<file path="src/rtl/stopwatch_pkg.sv">
// Shared types and constants for the stopwatch controller: FSM encoding,
// BCD digit limits, synchroniser depth and a two-digit BCD increment helper.
package stopwatch_pkg;

  typedef enum logic [1:0] {
    IDLE  = 2'd0,
    RUN   = 2'd1,
    PAUSE = 2'd2
  } state_e;

  localparam logic [7:0]  CS_LIM     = 8'h99;
  localparam logic [7:0]  SEC_LIM    = 8'h59;
  localparam int unsigned SYNC_DEPTH = 2;

  typedef struct packed {
    logic [7:0] mins;
    logic [7:0] secs;
    logic [7:0] cs;
  } bcd_time_t;

  // Returns {carry, next} for a two-digit BCD field that wraps to 00 after lim.
  function automatic logic [8:0] bcd2_inc(input logic [7:0] v, input logic [7:0] lim);
    logic [8:0] r;
    if (v == lim)
      r = {1'b1, 8'h00};
    else if (v[3:0] == 4'd9)
      r = {1'b0, v[7:4] + 4'd1, 4'd0};
    else
      r = {1'b0, v[7:4], v[3:0] + 4'd1};
    return r;
  endfunction

endpackage

</file>
<file path="src/rtl/stopwatch_ctrl_sync_edge.sv">
// Two-flop synchroniser followed by a registered rising-edge detector that
// emits a single-cycle PULSE for each low-to-high transition of D.
module sync_edge
  import stopwatch_pkg::*;
(
  input  logic MCLK,
  input  logic RESET,
  input  logic D,
  output logic PULSE
);

  logic [SYNC_DEPTH-1:0] sync_q;
  logic                  prev_q;
  logic                  pulse_q;

  always_ff @(posedge MCLK) begin
    if (RESET) begin
      sync_q  <= '0;
      prev_q  <= 1'b0;
      pulse_q <= 1'b0;
    end else begin
      sync_q  <= {sync_q[SYNC_DEPTH-2:0], D};
      prev_q  <= sync_q[SYNC_DEPTH-1];
      pulse_q <= sync_q[SYNC_DEPTH-1] & ~prev_q;
    end
  end

  assign PULSE = pulse_q;

endmodule

</file>
<file path="src/rtl/stopwatch_ctrl.sv">
// Stopwatch controller: start/stop and lap/clear FSM around a BCD
// MM:SS.CC counter advanced by a synchronised 100 Hz tick.
module stopwatch_ctrl
  import stopwatch_pkg::*;
#(
  parameter int unsigned MAX_MIN = 59
) (
  input  logic       MCLK,
  input  logic       RESET,
  input  logic       CLK2_IN,
  input  logic       BTN_SS,
  input  logic       BTN_LC,
  output logic [7:0] DISP_MIN,
  output logic [7:0] DISP_SEC,
  output logic [7:0] DISP_CS,
  output logic       RUNNING,
  output logic       LAP_FROZEN,
  output logic       OVF
);

  localparam logic [7:0] MIN_LIM = {4'(MAX_MIN / 10), 4'(MAX_MIN % 10)};

  logic tick, ss, lc;

  sync_edge u_sync_tick (.MCLK(MCLK), .RESET(RESET), .D(CLK2_IN), .PULSE(tick));
  sync_edge u_sync_ss   (.MCLK(MCLK), .RESET(RESET), .D(BTN_SS),  .PULSE(ss));
  sync_edge u_sync_lc   (.MCLK(MCLK), .RESET(RESET), .D(BTN_LC),  .PULSE(lc));

  state_e    state_q, state_d;
  bcd_time_t cnt_q, cnt_d;
  bcd_time_t snap_q, snap_d;
  bcd_time_t disp_q;
  logic      frozen_q, frozen_d;
  logic      ovf_q, ovf_d;
  logic      running_q;

  logic       cs_c, sec_c, min_c;
  logic [7:0] cs_n, sec_n, min_n;

  always_comb begin
    {cs_c,  cs_n}  = bcd2_inc(cnt_q.cs,   CS_LIM);
    {sec_c, sec_n} = bcd2_inc(cnt_q.secs, SEC_LIM);
    {min_c, min_n} = bcd2_inc(cnt_q.mins, MIN_LIM);

    state_d  = state_q;
    cnt_d    = cnt_q;
    snap_d   = snap_q;
    frozen_d = frozen_q;
    ovf_d    = ovf_q;

    // Counting keys off the current state, so a tick that coincides with the
    // stop press still counts while one that coincides with a start does not.
    if (tick && state_q == RUN) begin
      cnt_d.cs = cs_n;
      if (cs_c) begin
        cnt_d.secs = sec_n;
        if (sec_c) begin
          cnt_d.mins = min_n;
          if (min_c) ovf_d = 1'b1;
        end
      end
    end

    case (state_q)
      IDLE: begin
        if (ss) state_d = RUN;
      end
      RUN: begin
        if (ss) begin
          state_d = PAUSE;
        end else if (lc) begin
          if (!frozen_q) begin
            snap_d   = cnt_q;
            frozen_d = 1'b1;
          end else begin
            frozen_d = 1'b0;
          end
        end
      end
      PAUSE: begin
        if (ss) begin
          state_d = RUN;
        end else if (lc) begin
          state_d  = IDLE;
          cnt_d    = '0;
          snap_d   = '0;
          frozen_d = 1'b0;
          ovf_d    = 1'b0;
        end
      end
      default: state_d = IDLE;
    endcase
  end

  always_ff @(posedge MCLK) begin
    if (RESET) begin
      state_q   <= IDLE;
      cnt_q     <= '0;
      snap_q    <= '0;
      frozen_q  <= 1'b0;
      ovf_q     <= 1'b0;
      disp_q    <= '0;
      running_q <= 1'b0;
    end else begin
      state_q   <= state_d;
      cnt_q     <= cnt_d;
      snap_q    <= snap_d;
      frozen_q  <= frozen_d;
      ovf_q     <= ovf_d;
      disp_q    <= frozen_d ? snap_d : cnt_d;
      running_q <= (state_d == RUN);
    end
  end

  assign DISP_MIN   = disp_q.mins;
  assign DISP_SEC   = disp_q.secs;
  assign DISP_CS    = disp_q.cs;
  assign RUNNING    = running_q;
  assign LAP_FROZEN = frozen_q;
  assign OVF        = ovf_q;

endmodule

</file>
<file path="config.mk">
export PLATFORM = sky130hd
export DESIGN_NAME = stopwatch_ctrl
export DESIGN_NICKNAME = d
export VERILOG_FILES = /design/src/rtl/stopwatch_pkg.sv /design/src/rtl/stopwatch_ctrl_sync_edge.sv /design/src/rtl/stopwatch_ctrl.sv
export SDC_FILE = /design/constraint.sdc
export NUM_CORES = 1
export LEC_CHECK = 0
export BUFFER_PORTS_ARGS = -buffer_cell sky130_fd_sc_hd__buf_2
export CORE_UTILIZATION = 50
export CTS_CLUSTER_SIZE = 16
export DETAILED_ROUTE_END_ITERATION = 8
export PLACE_DENSITY = 0.71
export SLEW_MARGIN = 20
export SYNTH_ARGS = -nofsm -noshare
export SYNTH_HDL_FRONTEND = slang
export SYNTH_HIERARCHICAL = 1
export SYNTH_SLANG_ARGS = --single-unit
</file>
<file path="constraint.sdc">
create_clock -name MCLK -period 1.9 [get_ports MCLK]
set_clock_uncertainty 0.1 [all_clocks]
set_input_delay 0.095 -clock MCLK [delete_from_list [all_inputs] [get_ports MCLK]]
set_output_delay 0.095 -clock MCLK [all_outputs]
set_load 0.05 [all_outputs]
</file>
==> results.sh <==
export IMPL_status="complete, but fails checks"
export IMPL_violations="negative setup slack"
export IMPL_p_per_area_nw_per_um2=697
export IMPL_synth_area_per_cell_um2=9.65
export IMPL_overflow=0
export IMPL_drtIter0Drc=286
export IMPL_die_x_um=86.7
export IMPL_synth_edf_count=0
export IMPL_max_stage_delay_ns=0.35
export IMPL_crit_start="cnt_q[4]"
export IMPL_path_delay_family="simple AND/OR/NAND/NOR gates"
export IMPL_start_util_pct=52.3
export IMPL_avgRoutedWirePerCell_um=16.5
export IMPL_hold_start="u_sync_lc/prev_q"
export IMPL_area_growth_pct=40.5
export IMPL_max_freq_ghz=0.504
export IMPL_crit_required_ns=2.04
export IMPL_clockBufferDepth=2
export IMPL_drt_wl_total_um=9340
export IMPL_ios=32
export IMPL_crit_buf_inv=1
export IMPL_worst_pin_slew_ns=0.400
export IMPL_drt_pass1_iterations=4
export IMPL_remaining_drc_errors=0
export IMPL_grt_use_total_pct=23.5
export IMPL_ys_flop_type="dfxtp_1"
export IMPL_end_kind="register"
export IMPL_gp_congestion=0.854
export IMPL_numPortBuffers=31
export IMPL_yosysTopAreaCell="dfxtp_1"
export IMPL_rr_worst_depth=7
export IMPL_hold_end="u_sync_lc/PULSE"
export IMPL_synth_seq_cells=89
export IMPL_reg2reg_slack_ns=-0.08
export IMPL_hold_violations=0
export IMPL_antenna_cells=0
export IMPL_crit_type="register to register"
export IMPL_htreeDepth=3
export IMPL_critical_path_arrival_ns=2.12
export IMPL_whs_ns=0.302
export IMPL_via_per_inst=5.43
export IMPL_worstSetupStartpointType="register"
export IMPL_fin_tns_setup_ns=-0.931
export IMPL_grt_pass1_vias=2847
export IMPL_worstReg2RegStart="cnt_q[4]"
export IMPL_cap_violations=0
export IMPL_vias=3077
export IMPL_syn_nets=394
export IMPL_netlist_top_cells_count="dfxtp_1, nor2_1, nand2_1, a21oi_1, o21ai_0"
export IMPL_yosysMostFrequentCell="dfxtp_1"
export IMPL_ant_nets=0
export IMPL_whs_path_depth=1
export IMPL_slew_headroom_pct=73.3
export IMPL_fin_nets=488
export IMPL_die_height_um=86.7
export IMPL_cts_root_buf="clkbuf_8"
export IMPL_core_area_um2=6870
export IMPL_synth_seq_area_share_pct=49.6
export IMPL_r2r_end="DISP_MIN[7]"
export IMPL_peakVddDrop_mv=0.580
export IMPL_clk_latency_ns=0.36
export IMPL_grt_antenna_before_repair=0
export IMPL_netlist_area_um2=3590
export IMPL_grt_max_degree=19
export IMPL_cts_tree="yes"
export IMPL_setup_viol=20
export IMPL_async_reset_ff_share_pct=0
export IMPL_period_minus_slack_ns=1.98
export IMPL_ys_warnings_count=6
export IMPL_synth_cell_type_count=48
export IMPL_synth_area_leaders="dfxtp_1, ha_1, nor2_1, mux2_2, a21oi_1"
export IMPL_place_detailed_hpwl_um=5590
export IMPL_drive_above_1_share_pct=44.4
export IMPL_cts_buffers=9
export IMPL_clock_sinks=89
export IMPL_period_share_pct=104
export IMPL_crit_chain="ha_1 -> and3b_1 -> nand4_4 -> buf_12 -> nor3_4 -> mux2i_2 -> o22ai_1"
export IMPL_fin_ws_ns=-0.0838
export IMPL_crit_fanout=6
export IMPL_hp_class="register to register"
export IMPL_synth_cells=372
export IMPL_slew_violations=0
export IMPL_rows=30
export IMPL_die_area_um2=7520
export IMPL_clk_pin_slew_ns=0.09
export IMPL_crit_slowest_cell="dfxtp_1"
export IMPL_leakage_nw=2.15
export IMPL_grt_pass1_wl_um=13600
export IMPL_grt_setup_unrepaired="yes"
export IMPL_synth_top_area_share_pct=49.6
==> final cells by class <==
class / instances / area, um2
tap: 96 / 120
multi-input combinational: 248 / 2060
inverter: 16 / 62.6
clock buffer: 10 / 138
timing repair buffer: 102 / 790
clock inverter: 6 / 87.6
fill: 473 / 1830
sequential: 89 / 1790
==> timing repair <==
action,CTS,global route
buffers inserted,5,9
setup endpoints to repair,47,49
cloned,1,1
hold buffers,5,0
pin swaps,11,34
gates resized for setup,44,74
endpoints found under the hold margin,6,0
==> per-layer routing <==
metal / share of wire [%] / track usage, % / up-vias / routed length, um
met2: 50 / 38.7 / 75 / 4670
met4: 1.2 / 6.97 / 0 / 109
met3: 3.9 / 4.57 / 9 / 364
li1: - / - / 1487 / -
met1: 45 / 31.2 / 1506 / 4190
met5: 0 / 0 / - / 0
==> power by group <==
part | switching, W | internal, W | total, W
sequential | 0.00000579 | 0.00188 | 0.00188
combinational | 0.0000946 | 0.0000656 | 0.000160
clock | 0.000690 | 0.000782 | 0.00147
==> kinds of logic after synthesis <==
logic type / synth area share [%]
and+or+nand+nor: 19.2
muxes: 5.72
buffers and inverters: 4.25
AOI/OAI and AO/OA: 14.3
DFF: 49.6
xor gates and xnor gates: 0.976
adders and majority gates: 5.93
==> per-stage QoR <==
step	area [um2]	instances	power (W)	worst slack (ns)	utilization, %
after floorplan	3610	372	0.00199	0.00300	-
after global placement	4180	530	0.00204	-0.160	60.8
after detailed placement	4180	530	0.00204	-0.280	60.8
after CTS	4660	557	0.00350	-0.0483	67.9
after global routing	5040	567	0.00362	-0.169	73.4
final	5040	567	0.00351	-0.0838	73.4
==> state kept, by name (all words and copies together), names as in the netlist <==
| signal | flops |
|---|---|
| DISP_CS | 8 |
| DISP_MIN | 8 |
| DISP_SEC | 8 |
| LAP_FROZEN | 1 |
| OVF | 1 |
| RUNNING | 1 |
| cnt_q | 24 |
| snap_q | 24 |
| state_q | 2 |
| u_sync_lc/PULSE | 1 |
| u_sync_lc/prev_q | 1 |
| u_sync_lc/sync_q | 2 |
| u_sync_ss/PULSE | 1 |
| u_sync_ss/prev_q | 1 |
| u_sync_ss/sync_q | 2 |
| u_sync_tick/PULSE | 1 |
| u_sync_tick/prev_q | 1 |
| u_sync_tick/sync_q | 2 |
==> placed cells by master, fill, tap and decap left out, types with 6 or more instances in the layout <==
master,n
nand2_1,13
mux2_4,9
nand3_1,6
inv_1,11
buf_6,9
clkbuf_8,10
a21oi_2,16
a21oi_1,9
nor2b_1,10
ha_1,12
buf_2,31
a22oi_1,6
dfxtp_1,84
buf_4,51
nand2_4,7
nor2_1,39
o21ai_0,15
==> how the worst max path moves through the flow <==
stage,depth (start not counted),slack [ns],to
after floorplan,9,0.003,DISP_CS[7]
after global placement,7,-0.16,DISP_SEC[5]
after detailed placement,7,-0.28,DISP_MIN[7]
after CTS,10,-0.05,DISP_CS[3]
after global routing,8,-0.17,DISP_MIN[7]
final,7,-0.08,DISP_MIN[7]
Note: power is estimated with default switching activity, not from simulation.
